## src/rtl/lsu_pkg.sv

```systemverilog
// Shared definitions for the load/store unit: funct3 size codes, FSM
// state encoding and request classification helpers.
package lsu_pkg;

  // funct3 access-size codes
  localparam logic [2:0] SZ_B  = 3'b000;
  localparam logic [2:0] SZ_H  = 3'b001;
  localparam logic [2:0] SZ_W  = 3'b010;
  localparam logic [2:0] SZ_BU = 3'b100;
  localparam logic [2:0] SZ_HU = 3'b101;

  // FSM state encoding
  localparam logic [2:0] ST_IDLE  = 3'd0;
  localparam logic [2:0] ST_READ  = 3'd1;
  localparam logic [2:0] ST_MERGE = 3'd2;
  localparam logic [2:0] ST_WRITE = 3'd3;
  localparam logic [2:0] ST_RESP  = 3'd4;

  // Halfwords need an even address, words a 4-byte aligned address.
  function automatic logic is_misaligned(input logic [2:0] size, input logic [1:0] addr_lo);
    logic bad;
    bad = 1'b0;
    case (size[1:0])
      2'b01:   bad = addr_lo[0];
      2'b10:   bad = (addr_lo != 2'b00);
      default: bad = 1'b0;
    endcase
    return bad;
  endfunction

  // Any funct3 outside the five defined access sizes.
  function automatic logic is_reserved(input logic [2:0] size);
    return !(size == SZ_B || size == SZ_H || size == SZ_W ||
             size == SZ_BU || size == SZ_HU);
  endfunction

endpackage

```

## src/rtl/lsu_lane_align.sv

```systemverilog
// Combinational lane logic: extracts and extends the addressed byte/halfword
// of a memory word for loads, and merges store data into a word for SB/SH.
module lsu_lane_align
  import lsu_pkg::*;
(
  input  logic [1:0]  addr_lo,
  input  logic [2:0]  size,
  input  logic [31:0] rword,
  input  logic [15:0] wdata,
  output logic [31:0] load_data,
  output logic [31:0] merged
);

  logic [7:0]  byte_v;
  logic [15:0] half_v;

  // Lane select, load extension and store merge
  always_comb begin
    byte_v    = rword[7:0];
    half_v    = addr_lo[1] ? rword[31:16] : rword[15:0];
    load_data = rword;
    merged    = rword;

    case (addr_lo)
      2'd0:    byte_v = rword[7:0];
      2'd1:    byte_v = rword[15:8];
      2'd2:    byte_v = rword[23:16];
      default: byte_v = rword[31:24];
    endcase

    case (size)
      SZ_B:    load_data = {{24{byte_v[7]}}, byte_v};
      SZ_BU:   load_data = {24'h0, byte_v};
      SZ_H:    load_data = {{16{half_v[15]}}, half_v};
      SZ_HU:   load_data = {16'h0, half_v};
      default: load_data = rword;
    endcase

    case (size[1:0])
      2'b00: begin
        case (addr_lo)
          2'd0:    merged[7:0]   = wdata[7:0];
          2'd1:    merged[15:8]  = wdata[7:0];
          2'd2:    merged[23:16] = wdata[7:0];
          default: merged[31:24] = wdata[7:0];
        endcase
      end
      2'b01: begin
        if (addr_lo[1]) merged[31:16] = wdata;
        else            merged[15:0]  = wdata;
      end
      default: merged = rword;
    endcase
  end

endmodule

```

## src/rtl/load_store_unit.sv

```systemverilog
// Load/store unit between the MEM stage and a word-indexed DataMemory.
// Sub-word stores are done as read-modify-write; bad requests never touch memory.
module load_store_unit
  import lsu_pkg::*;
#(
  parameter logic [31:0] ADDR_LIMIT = 32'h0000_0400,
  parameter int unsigned DATA_W     = 32
) (
  input  logic              clk,
  input  logic              rst,
  input  logic              req_valid,
  output logic              req_ready,
  input  logic              req_we,
  input  logic [2:0]        req_size,
  input  logic [31:0]       req_addr,
  input  logic [DATA_W-1:0] req_wdata,
  output logic              resp_valid,
  input  logic              resp_ready,
  output logic [DATA_W-1:0] resp_rdata,
  output logic              resp_err,
  output logic [31:0]       mem_addr,
  output logic              mem_read,
  output logic              mem_write,
  output logic [DATA_W-1:0] mem_wdata,
  input  logic [DATA_W-1:0] mem_rdata
);

  logic [2:0]  state;
  logic        op_we;
  logic [2:0]  op_size;
  logic [1:0]  op_lo;
  logic [15:0] op_wdata;
  logic [2:0]  eff_size;
  logic        req_bad;
  logic [31:0] load_data;
  logic [31:0] merged;

  // Stores only look at size[1:0]; normalise so one classification covers both
  always_comb begin
    eff_size = req_we ? {1'b0, req_size[1:0]} : req_size;
    req_bad  = (req_addr >= ADDR_LIMIT) || is_reserved(eff_size) ||
               is_misaligned(eff_size, req_addr[1:0]);
  end

  lsu_lane_align u_align (
    .addr_lo   (op_lo),
    .size      (op_size),
    .rword     (mem_rdata),
    .wdata     (op_wdata),
    .load_data (load_data),
    .merged    (merged)
  );

  // Handshake and memory strobes decode directly from the state
  always_comb begin
    req_ready  = (state == ST_IDLE);
    resp_valid = (state == ST_RESP);
    mem_read   = (state == ST_READ);
    mem_write  = (state == ST_WRITE);
  end

  // FSM, request latches and response registers
  always_ff @(posedge clk) begin
    if (!rst) begin
      state      <= ST_IDLE;
      op_we      <= 1'b0;
      op_size    <= '0;
      op_lo      <= '0;
      op_wdata   <= '0;
      resp_rdata <= '0;
      resp_err   <= 1'b0;
      mem_addr   <= '0;
      mem_wdata  <= '0;
    end else begin
      case (state)
        ST_IDLE: begin
          if (req_valid) begin
            op_we      <= req_we;
            op_size    <= eff_size;
            op_lo      <= req_addr[1:0];
            op_wdata   <= req_wdata[15:0];
            resp_rdata <= '0;
            resp_err   <= req_bad;
            if (req_bad) begin
              state <= ST_RESP;
            end else begin
              mem_addr <= {2'b00, req_addr[31:2]};
              if (req_we && eff_size == SZ_W) begin
                mem_wdata <= req_wdata;
                state     <= ST_WRITE;
              end else begin
                state <= ST_READ;
              end
            end
          end
        end
        ST_READ:  state <= ST_MERGE;
        ST_MERGE: begin
          if (op_we) begin
            mem_wdata <= merged;
            state     <= ST_WRITE;
          end else begin
            resp_rdata <= load_data;
            state      <= ST_RESP;
          end
        end
        ST_WRITE: state <= ST_RESP;
        ST_RESP:  if (resp_ready) state <= ST_IDLE;
        default:  state <= ST_IDLE;
      endcase
    end
  end

endmodule

```

## config.mk

```make
export PLATFORM = sky130hd
export DESIGN_NAME = load_store_unit
export DESIGN_NICKNAME = d
export VERILOG_FILES = /design/src/rtl/lsu_pkg.sv /design/src/rtl/lsu_lane_align.sv /design/src/rtl/load_store_unit.sv
export SDC_FILE = /design/constraint.sdc
export NUM_CORES = 1
export LEC_CHECK = 0
export ABC_AREA = 1
export CAP_MARGIN = 20
export CORE_MARGIN = 4
export CORE_UTILIZATION = 32
export CTS_CLUSTER_SIZE = 24
export DETAILED_ROUTE_END_ITERATION = 8
export PLACE_DENSITY = 0.68
export SLEW_MARGIN = 20
export SYNTH_ARGS = -nofsm -noshare
export SYNTH_HDL_FRONTEND = slang
export SYNTH_HIERARCHICAL = 1
export SYNTH_SLANG_ARGS = --single-unit
```

## constraint.sdc

```tcl
create_clock -name clk -period 3.4 [get_ports clk]
set_input_delay 0.34 -clock clk [delete_from_list [all_inputs] [get_ports clk]]
set_output_delay 0.34 -clock clk [all_outputs]
set_load 0.005 [all_outputs]
```

==> impl_metrics.tcl, run 1 <==
set metrics [dict create \
    place_area_um2 8480 \
    globalplace.congestion 0.958 \
    start_kind "register" \
    drive_gt1_frac 0.0587 \
    dp_slack_ns 1.02 \
    grt_setup_unrepaired "false" \
    grt_start_max_net_pins 40 \
    p_int_uw 2780 \
    drt_iter0_drc 572 \
    io_pins 205 \
    insertion_delay_ns 0.42 \
    drc 0 \
    pwr-share-seq 0.380 \
    yosys.area.top_type "dfxtp_1" \
    leakagePower_uw 0.00387 \
    combinationalPowerShare 0.157 \
    cap_violations 0 \
    setup_viol 0 \
    yosys_warnings 6 \
    synthTopCellsByArea "dfxtp_1 38%, nand2_1 23%, nand3_1 11%" \
    cts_sinks 120 \
    vias_per_cell 4.88 \
    period_share 0.712 \
    min_period_ns 2.42 \
    arrival_ns 2.69 \
    synth-simple-area-share 0.396 \
    crit_path_end_kind "register" \
    yosysSeqAreaShare 0.379 \
    cts_setup_buffers 0 \
    layout_setup_ws_ns 0.981 \
    swShare 0.280 \
    synth_xor_area_frac 0 \
    critPathKind "reg -> reg" \
    fin_tns_setup_ns 0 \
    worst-path-max-fanout 35 \
    area_growth_pct 43.1 \
    syn_area_per_cell_um2 6.28 \
    syn-cell-area_um2 6340 \
    drv_slew 0 \
    tightest_slew_ns 0.696 \
    synth_cell_types 32 \
    chipWidth_um 149 \
    htree_levels 4 \
    fin_nets 1287 \
    grt_pass1_wl_um 34200 \
    clock_power_share 0.464 \
    fmax_mhz 413 \
    core_area_um2 19500 \
    hold_viol_final 0 \
    power.switching_uw 1080 \
    synth_mux_area_frac 0 \
    synth-adder-area-share 0.00592 \
    routed_wl_um 21900 \
    cts_hold_buf 0 \
    overflow 0 \
    numCtsBuffers 17 \
    die_y_um 149 \
    rows 51 \
    start_util 0.326 \
    peakVddDrop_mv 0.335 \
    fillCellCount 2021 \
    ys_seq_elements 120 \
    slew_headroom 0.536 \
    dr.pass1.iters 5 \
    root_buffer "clkbuf_16" \
    hold_class "reg -> reg" \
    synth_top_family_by_area "simple AND/OR/NAND/NOR gates" \
    netlist.area_leader.share 0.379 \
    antenna_found_initial 3 \
    layout.cells.non_filler 1458 \
    placedCellCount 1426 \
    via_count 7118 \
    antennaDiodeCount 0 \
    grt_usage 0.194 \
    cts.clk_slew.worst_paths_ns 0.06 \
    numPortBuffers 202 \
    dp_hpwl_um 16400 \
    synth_compound_area_frac 0.121 \
    dieArea_um2 22100 \
    grt_pass1_vias 6654 \
    final_common_cell "nand2_1" \
    cts_resized 0 \
    status "finished clean" \
    cp_data_required_time_ns 3.67 \
    wl_per_cell_um 15.0 \
    synthCells 1009 \
    powerDensity_nw_per_um2 425 \
    clockBufferDepth 2 \
    postRouteAntennaNets 0 \
    layout_common_cells "380 x nand2_1, 202 x clkdlybuf4s50_1, 140 x nand3_1, 120 x dfxtp_1, 90 x a21oi_1" \
    tritoncts "yes" \
    finalClockSkew_ns 0.00624 \
    fin_area_um2 9070 \
]
==> registers in the layout (all words and copies together), names as in the netlist <==
name        flops
mem_wdata      32
resp_rdata     32
mem_addr       30
op_wdata       16
op_size         3
state           3
op_lo           2
op_we           1
resp_err        1
==> worst paths after layout <==
kind | cells past startpoint | to | slack, ns | startpoint
setup / recovery | 11 | mem_wdata[13] | 0.98 | state[0]
hold / removal | 2 | mem_addr[18] | 0.45 | mem_addr[18]
setup reg to reg | 11 | mem_wdata[13] | 0.98 | state[0]
hold reg to reg | 2 | mem_addr[18] | 0.45 | mem_addr[18]
==> through the flow <==
stage / power [uW] / utilization / hold slack [ns]
final: 3860 / 0.466 / 0.453
after global routing: 4050 / 0.466 / 0.473
after CTS: 3900 / 0.466 / 0.457
after detailed placement: 2090 / 0.436 / 0.446
after global placement: 2090 / 0.436 / 0.442
after floorplan: 1850 / - / 0.445
==> cell families (layout without fill, tap and decap cells) <==
logic type / after synthesis / after routing
flops: 120 / 120
simple gates: 600 / 600
other cells: 1 / 2
fa+ha+maj: 3 / 3
compound gates: 138 / 138
buf+inv: 147 / 330
==> synthesized netlist by cell type, drive strengths merged <==
cell and instances:
a21boi 1, a21oi 92, buf 40, clkbuf 24, conb 1, dfxtp 120, ha 3, inv 83
nand2 385, nand3 142, nand3b 2, nand4 1, nor2 63, nor3 4, nor3b 1, o211ai 17
o21ai 27, o21bai 1, or2 2
==> power by group through the flow <==
stage	logic (uW)	registers, uW	clock network [uW]
floorplan	370	1480	0
global placement	596	1490	0
detailed placement	596	1490	0
CTS	600	1460	1840
global route	669	1470	1910
finish	604	1460	1790
==> critical path: stages, from the launching register on <==
cell     delay [ns]
dfxtp_1        0.34
nor2_4         0.10
buf_4          0.31
nand2_2        0.11
inv_2          0.11
nand2_2        0.26
o21ai_2        0.20
buf_4          0.32
nand2_1        0.09
buf_4          0.24
nand2_1        0.09
a21oi_1        0.06
==> per-layer routing <==
layer  vias to the layer above  GRT usage  wire length, um
met5                         -          0               34
met4                         6     0.0476              248
met3                        24     0.0799             2550
met2                       282      0.318            10100
met1                      3247      0.239             9020
li1                       3559          -                -
==> final cells by class <==
class                           instances  area [um^2]  share of cell area
Sequential cell                       120         2400               0.265
Multi-Input combinational cell        743         3320               0.366
Tap cell                              265          332              0.0365
Clock inverter                         14          149              0.0164
Clock buffer                           18          439              0.0484
Inverter                               83          312              0.0343
Timing Repair Buffer                  215         2120               0.234
(Power assumes the default switching activity.)
==> run 2: changes to the inputs <==
clock period = 2.4 ns   (was 3.4 ns; I/O delays follow)
==> run 2 against run 1 <==
Clock skew rose by 0.0062 ns. Worst setup slack got worse by 0.66 ns. Routed wire length rose by 0.96%. Maximum frequency rose by 16%. Largest cell class unchanged.
==> impl_metrics.tcl, run 2 (synthesized netlist as in run 1, its figures left out) <==
set metrics [dict create \
    status "finished clean" \
    final_core_util 0.472 \
    fin_nets 1292 \
    setup_viol 0 \
    cts_sinks 120 \
    die_y_um 149 \
    start_util 0.326 \
    grt_usage 0.196 \
    seq_area_um2 2400 \
    fillCellCount 2019 \
    cts_setup_buffers 0 \
    final_common_cell "nand2_1" \
    overflow 0 \
    cts.clk_slew.worst_paths_ns 0.07 \
    dr.pass1.iters 5 \
    insertion_delay_ns 0.43 \
    place_area_um2 8570 \
    core_area_um2 19500 \
    fmax_mhz 481 \
    cts_hold_buf 0 \
    arrival_ns 2.42 \
    peakVddDrop_mv 0.520 \
    leakagePower_uw 0.00393 \
    start_kind "register" \
    wl_per_cell_um 15.1 \
    fin_tns_setup_ns 0 \
    tritoncts "yes" \
    rows 51 \
    drv_slew 0 \
    dieArea_um2 22100 \
    top_regs "mem_wdata x32, resp_rdata x32, mem_addr x30" \
    vias_per_cell 4.83 \
    critPathKind "reg -> reg" \
    hold_slack_ns 0.389 \
    layout_setup_ws_ns 0.322 \
    hold_viol_final 0 \
    cp_data_required_time_ns 2.75 \
    worst-path-max-fanout 14 \
    numPortBuffers 202 \
    grt_start_max_net_pins 87 \
    min_period_ns 2.08 \
    io_pins 205 \
    cap_violations 0 \
    cts_resized 0 \
    fin_area_um2 9190 \
    chipWidth_um 149 \
    drt_iter0_drc 661 \
    hold_class "in -> reg" \
    htree_levels 4 \
    layout_common_cells "380 x nand2_1, 202 x clkdlybuf4s50_1, 140 x nand3_1, 120 x dfxtp_1, 90 x a21oi_1" \
    globalplace.congestion 0.924 \
    postRouteAntennaNets 0 \
    dp_slack_ns 0.221 \
    area_growth_pct 45.0 \
    multi_input_area_um2 3320 \
    crit_path_end_kind "register" \
    tightest_slew_ns 0.585 \
    finalClockSkew_ns 0.0124 \
    grt_pass1_wl_um 34800 \
    drc 0 \
    powerDensity_nw_per_um2 613 \
    grt_pass1_vias 6714 \
    grt_setup_unrepaired "false" \
    period_share 0.866 \
    routed_wl_um 22100 \
    clockBufferDepth 2 \
    antenna_found_initial 1 \
    dp_hpwl_um 16300 \
    drive_gt1_frac 0.0626 \
    via_count 7065 \
    root_buffer "clkbuf_16" \
    numCtsBuffers 17 \
    slew_headroom 0.609 \
]
-- run 2: critical path, cell delays in order, from the launching register on --
cell	delay, ns
dfxtp_1	0.52
inv_2	0.22
nand2_1	0.15
inv_1	0.16
a21oi_2	0.31
nand2_1	0.12
nand3_1	0.10
nand3_1	0.11
nand2_1	0.10
nand3_1	0.08
a21oi_1	0.15
-- run 2: metrics by stage --
stage | total power (uW) | std cells
after floorplan | 2620 | 1010
after global placement | 2980 | 1431
after detailed placement | 2980 | 1431
after CTS | 5690 | 1463
after global routing | 5880 | 1463
final | 5630 | 1464
-- run 2: layer usage --
layer | vias to the layer above | track usage | share of wire
li1 | 3567 | - | -
met1 | 3209 | 0.250 | 0.42
met2 | 273 | 0.326 | 0.47
met3 | 14 | 0.0702 | 0.10
met4 | 2 | 0.0348 | 0.0062
met5 | - | 0 | 0.00054
-- run 2: path summary, 6_finish.rpt --
check | depth (start not counted) | slack, ns | start | to
hold reg to reg | 2 | 0.45 | mem_addr[17] | mem_addr[17]
setup reg to reg | 10 | 0.32 | op_lo[1] | mem_wdata[10]
setup / recovery | 10 | 0.32 | op_lo[1] | mem_wdata[10]
hold / removal | 3 | 0.39 | req_addr[3] | mem_addr[1]
-- run 2: layout make-up --
| type | count | share of cell area |
|---|---|---|
| Multi-Input combinational cell | 743 | 0.361 |
| Inverter | 83 | 0.0339 |
| Timing Repair Buffer | 220 | 0.240 |
| Clock buffer | 17 | 0.0463 |
| Antenna cell | 1 | 0.000272 |
| Tap cell | 265 | 0.0361 |
| Clock inverter | 15 | 0.0211 |
| Sequential cell | 120 | 0.261 |
-- run 2: power by group --
part           switching (uW)  internal (uW)
registers                48.0           2030
logic                     517            365
clock network            1020           1660
==> run 3: changes to the inputs <==
SKIP_CTS_REPAIR_TIMING = 1   (was not set)
==> results of run 3 <==
The final DEF is identical to that of run 2; final timing and power are the same.
